`src/rtl/cla_seq_word_adder.sv`:
```
// Multi-cycle word adder that reuses one 4-bit carry-lookahead slice, one nibble per cycle.
// Operands arrive over a valid/ready handshake; the result leaves over a second one.

module cla4_slice (
  input  logic [3:0] a,
  input  logic [3:0] b,
  input  logic       c_in,
  output logic [3:0] sum,
  output logic       c_out
);
  logic [3:0] g;
  logic [3:0] p;
  logic [4:0] c;

  always_comb begin
    g    = a & b;
    p    = a ^ b;
    c[0] = c_in;
    c[1] = g[0] | (p[0] & c_in);
    c[2] = g[1] | (p[1] & g[0]) | (p[1] & p[0] & c_in);
    c[3] = g[2] | (p[2] & g[1]) | (p[2] & p[1] & g[0]) | (p[2] & p[1] & p[0] & c_in);
    c[4] = g[3] | (p[3] & g[2]) | (p[3] & p[2] & g[1]) | (p[3] & p[2] & p[1] & g[0])
         | (p[3] & p[2] & p[1] & p[0] & c_in);
    sum   = p ^ c[3:0];
    c_out = c[4];
  end
endmodule

module cla_seq_word_adder #(
  parameter int WIDTH = 16
) (
  input  logic             clk,
  input  logic             rst_n,
  input  logic             in_valid,
  output logic             in_ready,
  input  logic [WIDTH-1:0] a,
  input  logic [WIDTH-1:0] b,
  input  logic             c_in,
  output logic             out_valid,
  input  logic             out_ready,
  output logic [WIDTH-1:0] sum,
  output logic             c_out,
  output logic             ovf
);
  localparam int NSLICE = WIDTH / 4;
  localparam int IDXW   = (NSLICE > 1) ? $clog2(NSLICE) : 1;
  localparam logic [IDXW-1:0] IDX_LAST = IDXW'(NSLICE - 1);

  typedef enum logic [1:0] {IDLE, RUN, DONE} state_t;

  state_t           state, state_nxt;
  logic [IDXW-1:0]  idx;
  logic [WIDTH-1:0] a_reg;
  logic [WIDTH-1:0] b_reg;
  logic             carry;
  logic [WIDTH-1:0] sum_reg;
  logic             c_out_reg;
  logic             ovf_reg;

  logic [WIDTH-1:0] a_shift;
  logic [WIDTH-1:0] b_shift;
  logic [3:0]       slice_a;
  logic [3:0]       slice_b;
  logic [3:0]       slice_sum;
  logic             slice_c_out;
  logic             accept;
  logic             last_nib;

  // Slice operands come only from registers, never straight from the input ports.
  always_comb begin
    a_shift = a_reg >> {idx, 2'b00};
    b_shift = b_reg >> {idx, 2'b00};
    slice_a = a_shift[3:0];
    slice_b = b_shift[3:0];
  end

  cla4_slice u_slice (
    .a     (slice_a),
    .b     (slice_b),
    .c_in  (carry),
    .sum   (slice_sum),
    .c_out (slice_c_out)
  );

  assign in_ready  = (state == IDLE) && rst_n;
  assign out_valid = (state == DONE);
  assign accept    = in_valid && in_ready;
  assign last_nib  = (idx == IDX_LAST);
  assign sum       = sum_reg;
  assign c_out     = c_out_reg;
  assign ovf       = ovf_reg;

  always_ff @(posedge clk) begin
    if (!rst_n) state <= IDLE;
    else        state <= state_nxt;
  end

  always_comb begin
    state_nxt = state;
    case (state)
      IDLE:    if (accept) state_nxt = RUN;
      RUN:     if (last_nib) state_nxt = DONE;
      DONE:    if (out_ready) state_nxt = IDLE;
      default: state_nxt = IDLE;
    endcase
  end

  always_ff @(posedge clk) begin
    if (!rst_n) begin
      idx       <= '0;
      a_reg     <= '0;
      b_reg     <= '0;
      carry     <= 1'b0;
      sum_reg   <= '0;
      c_out_reg <= 1'b0;
      ovf_reg   <= 1'b0;
    end else begin
      case (state)
        IDLE: begin
          if (accept) begin
            a_reg <= a;
            b_reg <= b;
            carry <= c_in;
            idx   <= '0;
          end
        end
        RUN: begin
          sum_reg[{idx, 2'b00} +: 4] <= slice_sum;
          carry                      <= slice_c_out;
          if (last_nib) begin
            idx       <= '0;
            c_out_reg <= slice_c_out;
            // The top nibble lands in sum_reg this same edge, so take its MSB from the slice.
            ovf_reg   <= (a_reg[WIDTH-1] == b_reg[WIDTH-1]) && (slice_sum[3] != a_reg[WIDTH-1]);
          end else begin
            idx <= idx + 1'b1;
          end
        end
        default: ;
      endcase
    end
  end
endmodule

```
`config.mk`:
```
export PLATFORM = sky130hd
export DESIGN_NAME = cla_seq_word_adder
export DESIGN_NICKNAME = d
export VERILOG_FILES = /design/src/rtl/cla_seq_word_adder.sv
export SDC_FILE = /design/constraint.sdc
export NUM_CORES = 1
export LEC_CHECK = 0
export CORE_MARGIN = 2
export CORE_UTILIZATION = 50
export DETAILED_ROUTE_END_ITERATION = 12
export GPL_TIMING_DRIVEN = 0
export PLACE_DENSITY = 0.83
export SKIP_CTS_REPAIR_TIMING = 1
export SLEW_MARGIN = 40
export SYNTH_ARGS = -nofsm -noshare
export SYNTH_HDL_FRONTEND = slang
export SYNTH_HIERARCHICAL = 1
export SYNTH_SLANG_ARGS = --single-unit
```
`constraint.sdc`:
```
create_clock -name clk -period 5.4 [get_ports clk]
set_clock_uncertainty 0.2 [all_clocks]
set_input_delay 1.35 -clock clk [delete_from_list [all_inputs] [get_ports clk]]
set_output_delay 1.35 -clock clk [all_outputs]
set_load 0.02 [all_outputs]
```
Yosys cells after proc, flatten, opt, wreduce, memory -nomap -nowiden
Cells that the tools add are included.

Shift-type cells: 4. Bitwise gates (word level): 29. Eq/ne operators: 8. Reduce and logical (&&, ||, !) cells: 9. Add/sub/neg operators: 2. Muxes and demuxes: 10.

Operators by type and width (count): 16-bit by 4-bit >> shifter with 4-bit output (2); 1-bit AND (16); 16-bit bitwise mux (1); 4-bit by 6-bit variable shift with 16-bit output, first input constant (1); 4-bit by 6-bit indexed part select with 16-bit output (1); 2-bit 2-to-1 mux (5); 1-bit OR (10); 4-bit XOR (2); 4-bit negation with 6-bit output (1); 2-bit case mux with 3 select lines (1); 2-bit AND reduction (3); 4-bit AND (1); 2-bit equality test, second input constant (2); 2-bit inequality test, second input constant (2); 2-bit case mux with 2 select lines (1); 1-bit logical AND (3); 3-bit AND reduction (1); 2-bit by 1-bit adder with 2-bit output, second input constant (1); 2-bit by 1-bit equality test with 1-bit output, second input constant (1); 2-bit zero test (1); 2-bit by 1-bit inequality test with 1-bit output, second input constant (1); 1-bit case mux with 2 select lines (1); 2-bit nonzero test (1); 1-bit equality test (1); 2 further kinds (2).

Register bits: 55. Word-level logic and storage cells: 70.

Logic depth before layout (Yosys ltp)
Depth after elaboration: 9. Gate-level depth with buffers: 9. Mapped depth without buffers: 8.

Modules after synthesis
The synthesis kept the hierarchy.

By module, submodules not included: cla_seq_word_adder (times used 1, seq. area each 1101.1 sq um, cells an instance 266, area an instance 2677.6 sq um); cla4_slice (times used 1, seq. area each 0.0 sq um, cells an instance 17, area an instance 147.6 sq um).

Worst setup path before layout
Ideal clock, no wire load.

Path type: input-to-output. Start: in rst_n. End: out in_ready. Data required time: 3.850 ns. Arrival time: 1.830 ns. Slack: 2.020 ns. Buffers on the path: 1. Cell stages on the path: 3. Cell sequence: buf_4 nand2b_1 nor2_1.

Longest elaborated chain between the ends: 1.

Ends and longest elaborated chain: start, declared (line 33) `input logic rst_n,`; 1-bit logical AND (line 85) `assign in_ready = (state == IDLE) && rst_n;`; end, declared (line 35) `output logic in_ready,`.

No other way between the ends.

Worst setup path in the final report
Same ends and word-level chain as after synthesis.

==> qor.yml <==
place_congestion: 0.922
worst_ep_arrival_time_ps: 2950
ys_types: 41
clkTransAtPathRegs_ps: 100
synth_top_family_by_area: "simple AND/OR/NAND/NOR gates"
vias_per_cell: 5.25
drt_iter0_markers: 122
ctsLongestPathBuffers: 2
final-hold-violation-count: 0
worst-setup-path-type: "in2out"
initial_core_util_pct: 51.6
crit_top_cell: "clkdlybuf4s50_1"
hold_depth: 2
vdd_drop_max_uv: 110
htreeDepth: 2
seq_area_frac_synth_pct: 39.0
synth_compound_area_share_pct: 19.8
finalCritPeriodShare_pct: 83.3
cts.sinks: 55
die_area_mm2: 0.00627
start_kind: "input port"
yosys_warnings: 6
yosys.area_share.adder_pct: 5.14
ant_nets: 0
core-area_mm2: 0.00547
post-dp-hpwl_um: 4600
layout_commonest_cell: "clkdlybuf4s50_1"
tightest_slew_ps: 598
nets: 394
rsz0062_at_grt: "no"
cap_violations: 0
overflow: 0
drv_slew: 0
n_fill_cell: 446
slowest_delay_ps: 600
cts_tree: "done"
wl_per_cell_um: 14.7
max_freq_ghz: 0.222
r2r_start: "idx[0]"
dp_cells: 411
root_buffer: "clkbuf_8"
insertion_delay_ps: 310
startpoint: "rst_n"
slew_headroom_pct: 60.1
crit_slowest_cell: "clkdlybuf4s50_1"
diodes: 0
final_cell_mix: "clkdlybuf4s50_1, dfxtp_1, nand2_1"
num_vias: 2201
path_max_fanout: 10
status: "complete, no violations"
path_delay_family: "buffers and inverters"
drt_pass1_iterations: 6
final_cells: 419
syn_to_final_growth_pct: 27.2
track_usage_pct: 21.0
min-delay-start: "a_reg[3]"
port_buffers: 56
layout-drive-gt1-share_pct: 26.2
dieWidth_um: 79.2
die_h_um: 79.2
hold_path.class: "reg2reg"
min_period_ps: 4500
cp.buffers_inverters: 3
reg2reg_slack_ps: 1920
rr_worst_depth: 9
syn_nets: 331
synthXorXnorAreaFrac_pct: 0.930
whs_endpoint: "a_reg[3]"
p_leak_nw: 1.28
antenna_found_initial: 0
muxShareOfSynthArea_pct: 6.73
grt_max_degree: 17
synth-seq-cells: 55
drc: 0
num_rows: 27
cts_made_buffers: 5
synth_area_mm2: 0.00283
power_density_mw_per_mm2: 238
final_util_pct: 65.7
critical_path_required_ps: 3850
setup_viol: 0
boundaryPins: 57
worst_setup_path_end_kind: "primary output"
crit_chain: "clkdlybuf4s50_1, buf_4, nand2b_1, nor2_1, clkdlybuf4s50_1"
grt_pass1_wl_um: 10200
syn_inst: 283
syn_avg_cell_area_um2: 9.98
yosys.area_share.simple_pct: 21.9
fin_tns_setup_ps: 0
grt_pass1_vias: 2225
routed_wl_um: 6140
register_area_mm2: 0.00110
timing.rr.end: "ovf"
multi_input_area_mm2: 0.00154
## logic make-up after synthesis
family,count (synthesis)
and+or+nand+nor,118
adders and majority gates,11
DFF,55
buffers and inverters,26
muxes,9
AOI/OAI and AO/OA,61
xor gates and xnor gates,3
## worst reg2reg max path, delay by kind of cell (launching register included)
family	cells	cell delay [ps]
AOI/OAI and AO/OA	3	640
DFF	1	580
adders and majority gates	1	320
and+or+nand+nor	2	320
muxes	1	560
xor gates and xnor gates	1	450
buffers and inverters	1	300
## report_power, final
part	total [mW]	switching (mW)	internal (mW)	leakage (nW)
clock network	0.282	0.131	0.150	0.0612
registers	0.429	0.00961	0.419	0.447
logic	0.145	0.0705	0.0743	0.773
## synth_stat cells
cell type	count	area, µm²
nor3b_1	1	7.51
clkbuf_1	7	26.3
a22o_1	4	35.0
nand4b_1	1	8.76
and2_1	2	12.5
buf_12	3	60.1
nor3_1	5	25.0
a31o_1	1	8.76
buf_2	2	10.0
nand2_1	52	195
buf_6	2	22.5
and2b_1	1	7.51
nand4bb_1	1	11.3
a21oi_1	2	10.0
mux2i_1	1	10.0
xor2_1	1	8.76
nand2b_1	3	18.8
nor2_1	5	18.8
and4bb_2	1	12.5
o22ai_1	8	50.1
nand3b_1	3	22.5
nand2_2	30	188
dfxtp_1	55	1100
a21boi_0	8	60.1
o21a_1	1	7.51
ha_1	10	125
and3b_1	1	8.76
a211oi_1	1	7.51
nand3_1	4	20.0
mux4_2	8	180
fa_1	1	20.0
inv_1	7	26.3
buf_4	5	37.5
o21ai_0	2	10.0
nand4_1	4	25.0
a21o_1	3	22.5
a21boi_2	31	349
nor4_2	1	12.5
nor2b_1	2	12.5
xnor2_1	2	17.5
and4bb_1	1	12.5
## worst max-delay path by stage
stage / endpoint / cells after the start / slack, ps
6_report: in_ready / 5 / 900
3_3_place_gp: in_ready / 5 / 930
3_5_place_dp: in_ready / 5 / 910
2_1_floorplan: in_ready / 3 / 2020
4_1_cts: in_ready / 5 / 910
5_1_grt: in_ready / 5 / 830
## per-stage QoR
stage	instance area [µm²]	hold slack (ps)	total power [mW]	setup WS, ps
after floorplan	2830	241	0.525	2020
after global placement	3480	249	0.576	932
after detailed placement	3480	257	0.581	914
after CTS	3590	271	0.855	908
after global routing	3590	287	0.888	828
final	3590	267	0.855	904
## cell type report
class / instances / share of cell area, %
inverters: 7 / 0.731
multi-input cells: 202 / 42.9
repair buffers: 56 / 15.6
clock buffers: 6 / 2.30
clock inverters: 2 / 0.975
flip-flops and latches: 55 / 30.6
well taps: 72 / 2.51
plain buffers: 19 / 4.35
## layer usage
layer | track usage, % | vias up | share of wire (%)
met2 | 37.8 | 55 | 50
met3 | 4.66 | 12 | 3.5
met4 | 7.59 | 0 | 2.3
met1 | 24.4 | 1038 | 45
li1 | - | 1096 | -
met5 | 0 | - | 0
No activity file was read; power rests on OpenSTA's default activity.
